File: src/rtl/mux_rr_arbiter.sv
// -----------------------------------------------------------------------------
// mux_rr_arbiter
//
// Round-robin arbiter and sequencer for the shared 8:1 result multiplexer
// (built from two enabled 4:1 halves). Up to eight datapath requesters
// compete for the mux; one is granted at a time and the encoded grant index
// drives the mux select lines s0..s2.
//
// A grant is held until the owner raises done, the owner drops its request,
// or the grant has lasted MAX_HOLD cycles (forced release, timeout pulse).
// Every release is followed by exactly one IDLE cycle so the mux select has
// a settle/bubble cycle before the next owner's data is used.
//
// Ports:
//   clk      in   1     rising-edge clock
//   reset    in   1     asynchronous, active-high reset
//   req      in   NREQ  request vector, bit i requests mux input Ii
//   done     in   1     release strobe from current owner (GRANT only)
//   grant    out  NREQ  one-hot grant, all zero while idle
//   sel      out  SELW  encoded grant index (sel[0]=s0, sel[1]=s1, sel[2]=s2)
//   busy     out  1     high while a grant is active
//   timeout  out  1     one-cycle pulse after a MAX_HOLD forced release
//
// All outputs are registered. sel keeps its last value while idle; only
// grant and busy clear on release.
// -----------------------------------------------------------------------------
module mux_rr_arbiter #(
  parameter int NREQ     = 8,   // fixed at 8 to match the 8:1 mux
  parameter int SELW     = 3,   // log2(NREQ)
  parameter int MAX_HOLD = 15,  // 1..255
  parameter int CNTW     = 8    // 2^CNTW > MAX_HOLD
) (
  input  logic            clk,
  input  logic            reset,
  input  logic [NREQ-1:0] req,
  input  logic            done,
  output logic [NREQ-1:0] grant,
  output logic [SELW-1:0] sel,
  output logic            busy,
  output logic            timeout
);

  typedef enum logic [0:0] {
    S_IDLE  = 1'b0,
    S_GRANT = 1'b1
  } state_e;

  localparam logic [CNTW-1:0] MAX_HOLD_C = CNTW'(MAX_HOLD);
  localparam logic [CNTW-1:0] CNT_ZERO   = {CNTW{1'b0}};
  localparam logic [CNTW-1:0] CNT_ONE    = {{(CNTW-1){1'b0}}, 1'b1};
  localparam logic [SELW-1:0] SEL_ZERO   = {SELW{1'b0}};
  localparam logic [SELW-1:0] SEL_ONE    = {{(SELW-1){1'b0}}, 1'b1};
  localparam logic [NREQ-1:0] GNT_ZERO   = {NREQ{1'b0}};
  localparam logic [NREQ-1:0] GNT_ONE    = {{(NREQ-1){1'b0}}, 1'b1};

  // ---------------------------------------------------------------------------
  // Round-robin search: returns {found, index} of the first set bit of r when
  // scanning p, p+1, ... modulo NREQ. The index adder is SELW bits wide, so
  // the wrap from 7 back to 0 falls out of the natural overflow. Scanning from
  // the farthest offset down lets the nearest hit overwrite the rest, which
  // keeps the loop free of early exits.
  // ---------------------------------------------------------------------------
  function automatic logic [SELW:0] rr_pick(input logic [NREQ-1:0] r,
                                            input logic [SELW-1:0] p);
    logic [SELW:0]   res;
    logic [SELW-1:0] idx;
    res = {1'b0, SEL_ZERO};
    for (int i = NREQ - 1; i >= 0; i--) begin
      idx = p + SELW'(i);
      res = r[idx] ? {1'b1, idx} : res;
    end
    return res;
  endfunction

  // Binary index to one-hot grant vector.
  function automatic logic [NREQ-1:0] idx_to_onehot(input logic [SELW-1:0] idx);
    return GNT_ONE << idx;
  endfunction

  // State and registered outputs.
  state_e          state_q,   state_d;
  logic [SELW-1:0] ptr_q,     ptr_d;
  logic [CNTW-1:0] cnt_q,     cnt_d;
  logic [NREQ-1:0] grant_q,   grant_d;
  logic [SELW-1:0] sel_q,     sel_d;
  logic            busy_q,    busy_d;
  logic            timeout_q, timeout_d;

  // Arbitration and release decode.
  logic [SELW:0]   pick_s;
  logic            pick_valid_s;
  logic [SELW-1:0] pick_idx_s;
  logic            owner_req_s;
  logic            hold_expired_s;
  logic            release_s;
  logic            forced_s;

  assign pick_s         = rr_pick(req, ptr_q);
  assign pick_valid_s   = pick_s[SELW];
  assign pick_idx_s     = pick_s[SELW-1:0];

  // While in GRANT, sel_q is the owner index.
  assign owner_req_s    = req[sel_q];
  assign hold_expired_s = (cnt_q == MAX_HOLD_C);
  assign release_s      = done | ~owner_req_s | hold_expired_s;

  // Timeout only when the hold limit is the sole cause: the owner still wants
  // the mux and did not signal done, so the limit must have fired.
  assign forced_s       = ~done & owner_req_s;

  // Next-state and next-output logic for the IDLE/GRANT sequencer.
  always_comb begin
    state_d   = state_q;
    ptr_d     = ptr_q;
    cnt_d     = cnt_q;
    grant_d   = grant_q;
    sel_d     = sel_q;
    busy_d    = busy_q;
    timeout_d = 1'b0;

    case (state_q)
      S_IDLE: begin
        if (pick_valid_s) begin
          state_d = S_GRANT;
          grant_d = idx_to_onehot(pick_idx_s);
          sel_d   = pick_idx_s;
          busy_d  = 1'b1;
          cnt_d   = CNT_ONE;
        end else begin
          // sel deliberately keeps its last value while idle.
          grant_d = GNT_ZERO;
          busy_d  = 1'b0;
          cnt_d   = CNT_ZERO;
        end
      end

      S_GRANT: begin
        if (release_s) begin
          state_d   = S_IDLE;
          grant_d   = GNT_ZERO;
          busy_d    = 1'b0;
          cnt_d     = CNT_ZERO;
          // Releasing owner drops to lowest priority.
          ptr_d     = sel_q + SEL_ONE;
          timeout_d = forced_s;
        end else begin
          // Other request bits are ignored; grant and sel stay stable.
          cnt_d = cnt_q + CNT_ONE;
        end
      end

      default: begin
        state_d = S_IDLE;
        grant_d = GNT_ZERO;
        busy_d  = 1'b0;
        cnt_d   = CNT_ZERO;
      end
    endcase
  end

  // State register; async reset clears grant immediately without a clock edge.
  always_ff @(posedge clk or posedge reset) begin
    if (reset) begin
      state_q   <= S_IDLE;
      ptr_q     <= SEL_ZERO;
      cnt_q     <= CNT_ZERO;
      grant_q   <= GNT_ZERO;
      sel_q     <= SEL_ZERO;
      busy_q    <= 1'b0;
      timeout_q <= 1'b0;
    end else begin
      state_q   <= state_d;
      ptr_q     <= ptr_d;
      cnt_q     <= cnt_d;
      grant_q   <= grant_d;
      sel_q     <= sel_d;
      busy_q    <= busy_d;
      timeout_q <= timeout_d;
    end
  end

  assign grant   = grant_q;
  assign sel     = sel_q;
  assign busy    = busy_q;
  assign timeout = timeout_q;

endmodule

File: config.mk
export PLATFORM = sky130hd
export DESIGN_NAME = mux_rr_arbiter
export DESIGN_NICKNAME = d
export VERILOG_FILES = /design/src/rtl/mux_rr_arbiter.sv
export SDC_FILE = /design/constraint.sdc
export NUM_CORES = 1
export LEC_CHECK = 0
export CELL_PAD_IN_SITES_DETAIL_PLACEMENT = 1
export CELL_PAD_IN_SITES_GLOBAL_PLACEMENT = 1
export CORE_MARGIN = 4
export CORE_UTILIZATION = 45
export DETAILED_ROUTE_END_ITERATION = 10
export MAX_ROUTING_LAYER = met4
export PLACE_DENSITY = 0.9
export SLEW_MARGIN = 25
export SYNTH_ARGS = -nofsm -noshare
export SYNTH_HDL_FRONTEND = slang
export SYNTH_SLANG_ARGS = --single-unit
File: constraint.sdc
create_clock -name clk -period 5 [get_ports clk]
set_input_delay 1.5 -clock clk [delete_from_list [all_inputs] [get_ports clk]]
set_output_delay 1.5 -clock clk [all_outputs]
set_load 0.1 [all_outputs]
# Word level (Yosys, flattened, before mapping)
# Cells that the tools add are included.
[op_classes] n_mux=39 bitwise_logic=6 reduce_logical=2 n_eq_ne=2 shift=1 addsub=9 n_lt_le_gt_ge=9
[ops] op="$lt A3 B4 Y1 const B" n=9
[ops] op="$mux W4" n=8
[ops] op="$pmux W8 S2" n=2
[ops] op="$bmux W1 S3" n=9
[ops] op="$mux W8" n=3
[ops] op="$mux W1" n=15
[ops] op="$add A3 B3 Y3 const B" n=4
[ops] op="$add A8 B1 Y8 const B" n=1
[ops] op="$eq A8 B4 Y1 const B" n=1
[ops] op="$shl A1 B3 Y8 const A" n=1
[ops] op="$add A3 B1 Y3 const B" n=2
[ops] op="$add A3 B2 Y3 const B" n=2
[ops] op="$pmux W1 S2" n=2
[ops] op="$reduce_and A2 Y1" n=2
[ops] op="$not A1 Y1" n=3
[ops] op="$ne A2 B1 Y1 const B" n=1
[ops] op="$or A1 B1 Y1" n=2
[ops] op="$and A1 B1 Y1" n=1
[word_totals] input_bits=11 output_inout_bits=13 reg_bits=25

# Depth between registers and ports, before layout
[logic_depth] depth_word=14 mapped_depth=13 ltp_nobuf=10

# Worst setup path after synthesis
# No wires, ideal clock.
[synth_path] path_kind="input port to flip-flop" startpoint="input req[1]" endpoint="register grant_q[5], in the netlist grant[5]" arrival_time_ps=3368 slack_ps=1509 n_path_buf=0 path_stages=7 required_time_ps=4877 cell_sequence="mux4_2 mux2_4 nor4_2 a211oi_1 and3_4 or3_4 a32o_1"
[synth_via] elab_chain_len=13
[synth_rtl] item="from (decl)" line_no="35" rtl="input logic [NREQ-1:0] req,"
[synth_rtl] item="$bmux W1 S3" line_no="70" rtl="res = r[idx] ? {1'b1, idx} : res;"
[synth_rtl] item="$mux W1 (implied by the code)" line_no="70"
[synth_rtl] item="$mux W4 (8 in series)" line_no="70"
[synth_rtl] item="$shl A1 B3 Y8" line_no="77" rtl="return GNT_ONE << idx;"
[synth_rtl] item="$mux W8" line_no="123" rtl="if (pick_valid_s) begin"
[synth_rtl] item="$pmux W8 S2" line_no="121" rtl="case (state_q)"
[synth_rtl] item="to (signal assigned)" line_no="175" rtl="grant_q <= grant_d;"
[synth_rtl] item="to (decl)" line_no="84" rtl="logic [NREQ-1:0] grant_q, grant_d;"
# Several ways; a longest one is shown, not always the timed one. The select of a mux whose other input is x is not followed.
# A chain may end at the register's enable or synchronous reset.

# Final worst setup path
[layout_path] startpoint="input req[4]" endpoint="register grant_q[2], in the netlist grant[2]"
# Same word-level chain as after synthesis.

==> results.md <==
* Final period util at 80.2%
* Total CTS buffers at 3
* Filler cell count at 496
* CTS resizes at 0
* Worst Tran Pin Value at 999 ps
* IO Port Bufs at 23
* N_diodes at 0
* Initial Util at 47.9%
* Startpoint types: primary input
* Post-route insts no fill at 279
* Row count at 23
* #FFs+latches synth at 25
* Crit Path Category: primary input to flip-flop
* Post-synthesis cell type count at 46
* Status: finished, final reports clean
* HPWL Detailed at 4100 µm
* Worst hold-check path type: flip-flop to flip-flop
* Antenna violations before repair at 0
* Post-synth top area cell: dfrtp_1
* Post-Syn Area at 0.00199 mm²
* Pin count of the biggest net entering global routing at 26
* Routability congestion estimate at 0.897
* Synth Area in Simple Gates at 21.7%
* Clock Path Buffers at 2
* Number of DRC markers in iteration 0 at 212
* Cts hold-fix bufs at 0
* Crit path max fanout at 8
* Most common cell in the netlist: nand2_1
* Synth async-reset ratio at 100%
* Avg Cell Area, Syn at 9.46 µm²
* Post-CTS Setup Repair Bufs at 0
* Adder-cell share of the synthesized area at 2.52%
* WP data arrival at 4190 ps
* WL final at 5500 µm
* Worst slew margin at 33.2%
* Reg clk slew, reported paths at 90 ps
* Multiplexer area fraction after synthesis at 21.8%
* Routed vias/inst at 6.16
* Root Buffer: clkbuf_8
* Number of synthesized flops with an enable pin at 0
* Synth Area in Compound Gates at 14.1%
* Design Area, Final at 0.00228 mm²
* Register area share after synthesis at 31.5%
* Die ar. at 0.00554 mm²
* Worst setup EP type: flip-flop
* H-tree depth at 1
* Wirelength per Cell at 19.7 µm
* Fin. max-slew vios at 0
* CP max-delay cell: mux4_2
* CTS tree: yes
* ANT nets after route at 0
* Global-route usage over all layers at 22.7%
* Final net count at 245
* Setup TNS at 0 ps
* DRT Pass-1 Iters at 4
* Most frequent cells after synthesis: 28 x nand2_1, 25 x dfrtp_1, 18 x nor2_1
* Critical path, cell by cell: clkdlybuf4s50_1 -> mux4_2 -> mux2_2 -> nor3_1 -> a211oi_1 -> and3_4 -> nor3_1 -> nand2_1 -> o21ai_0
* Skew-Pair Late Insertion Delay at 270 ps
* Global-route wire length before repair at 9400 µm
* CP max stage delay at 590 ps
* DP Area at 0.00224 mm²
* Dpl cells at 275
* Layout area overhead at 15.1%
* Share of the synthesized area in the top cell type at 31.5%
* Post-synth top flop: dfrtp_1
* Delay-heaviest family, CP: multiplexers
* Io pins at 24
* Overflow after GRT at 0
* Routed vias at 1,720
* Share of cells above drive strength 1 at 10.5%
* Drt drc at 0
* CP bufs+invs at 1
* Mapped Cells at 210
* Synth area leaders: dfrtp_1 32%, mux4_2 7.9%, mux2i_1 5.5%
* Post-Syn Nets at 225
* WP data required at 5180 ps
* Chip width at 74.4 µm
* Most frequent CP cell: nor3_1
* Xor/xnor cell area share of the yosys netlist at 4.85%
* Max Fclk at 249 MHz
* Largest family of logic cells by synthesized area: multiplexers
* Max Cap Viol at 0
* CTS Sinks at 25
* Syn. warnings at 0
* Vias in the first global route at 1,828
* Final hold vios at 0
* Tmin final at 4010 ps
* Core ar. at 0.00414 mm²
* Core Util, Final at 55.1%
* Final setup fails at 0
* Die Span Y at 74.4 µm
* RSZ-0062 raised after global routing: no
* Layout Skew at 5.17 ps
registers in the layout, summed over array words and instances, names as in the netlist:
| register | cells |
|---|---|
| cnt_q | 8 |
| grant | 8 |
| ptr_q | 3 |
| sel | 3 |
| busy | 1 |
| state_q | 1 |
| timeout | 1 |
path summary, 6_finish.rpt:
kind                       startpoint        to  depth (start not counted)  slack, ps
min in group asynchronous       reset  cnt_q[0]                          2       1780
hold / removal               grant[3]  grant[3]                          2        490
max in group asynchronous       reset    sel[2]                          2       2650
hold reg to reg              grant[3]  grant[3]                          2        490
setup / recovery               req[4]  grant[2]                          9        990
setup reg to reg             ptr_q[0]  grant[2]                         10       1250
per-layer routing:
layer  global-route usage [%]  routed length (µm)  vias up  share of wire (%)
li1                         -                   -      822                  -
met1                     31.5                2570      850                 47
met2                     36.2                2690       40                 49
met3                     2.97                 169        8                3.1
met4                     3.95                  78        0                1.4
met5                        -                   0        -                  0
area by class of cell:
class                      count  area, µm²  share of cell area, %
inverter                       6       22.5                  0.986
tap                           50       62.6                   2.74
clock inverter                 1       5.00                  0.219
multi-input combinational    170       1290                   56.5
sequential                    25        626                   27.4
timing repair buffer          24        238                   10.4
clock buffer                   3       41.3                   1.81
worst min-delay path, delay by kind of cell, from the launching register on:
kind | cells | cell delay, ps
compound gates | 1 | 60
simple gates | 1 | 50
flops | 1 | 350
cells by family (layout without fill, tap and decap cells):
family,Yosys count,count (layout)
XOR/XNOR,11,11
AO/OA/AOI/OAI,40,40
flip-flops,25,25
buffers and inverters,15,34
adder cells (fa/ha/maj),4,4
AND/OR/NAND/NOR,87,87
multiplexers,28,28
cells in the final DEF (no fill, tap or decap), types with 2 or more instances in the layout:
cell             count
a211oi_1             3
a21o_1               2
a21oi_1              7
a221oi_1             2
a22oi_1              2
a31oi_1              2
a32o_1               4
a32oi_1              2
and2_1               5
and3_1               4
clkbuf_8             3
clkdlybuf4s50_1     23
dfrtp_1             25
ha_1                 4
inv_1                6
mux2_2               5
mux2_4               2
mux2i_1             11
mux4_1               3
mux4_2               7
nand2_1             28
nand2b_1             6
nand3_1             10
nor2_1              18
nor2b_1              4
nor3_1               5
o21ai_0              9
xnor2_1              5
xor2_1               6
stage by stage:
stage	setup WS [ps]	hold slack, ps
6_report	991	486
4_1_cts	1020	491
2_1_floorplan	1510	461
5_1_grt	804	525
3_5_place_dp	736	471
3_3_place_gp	810	462
Power is not shown: default switching activity piles up to over one toggle a cycle in this logic, so the estimate is an artifact.
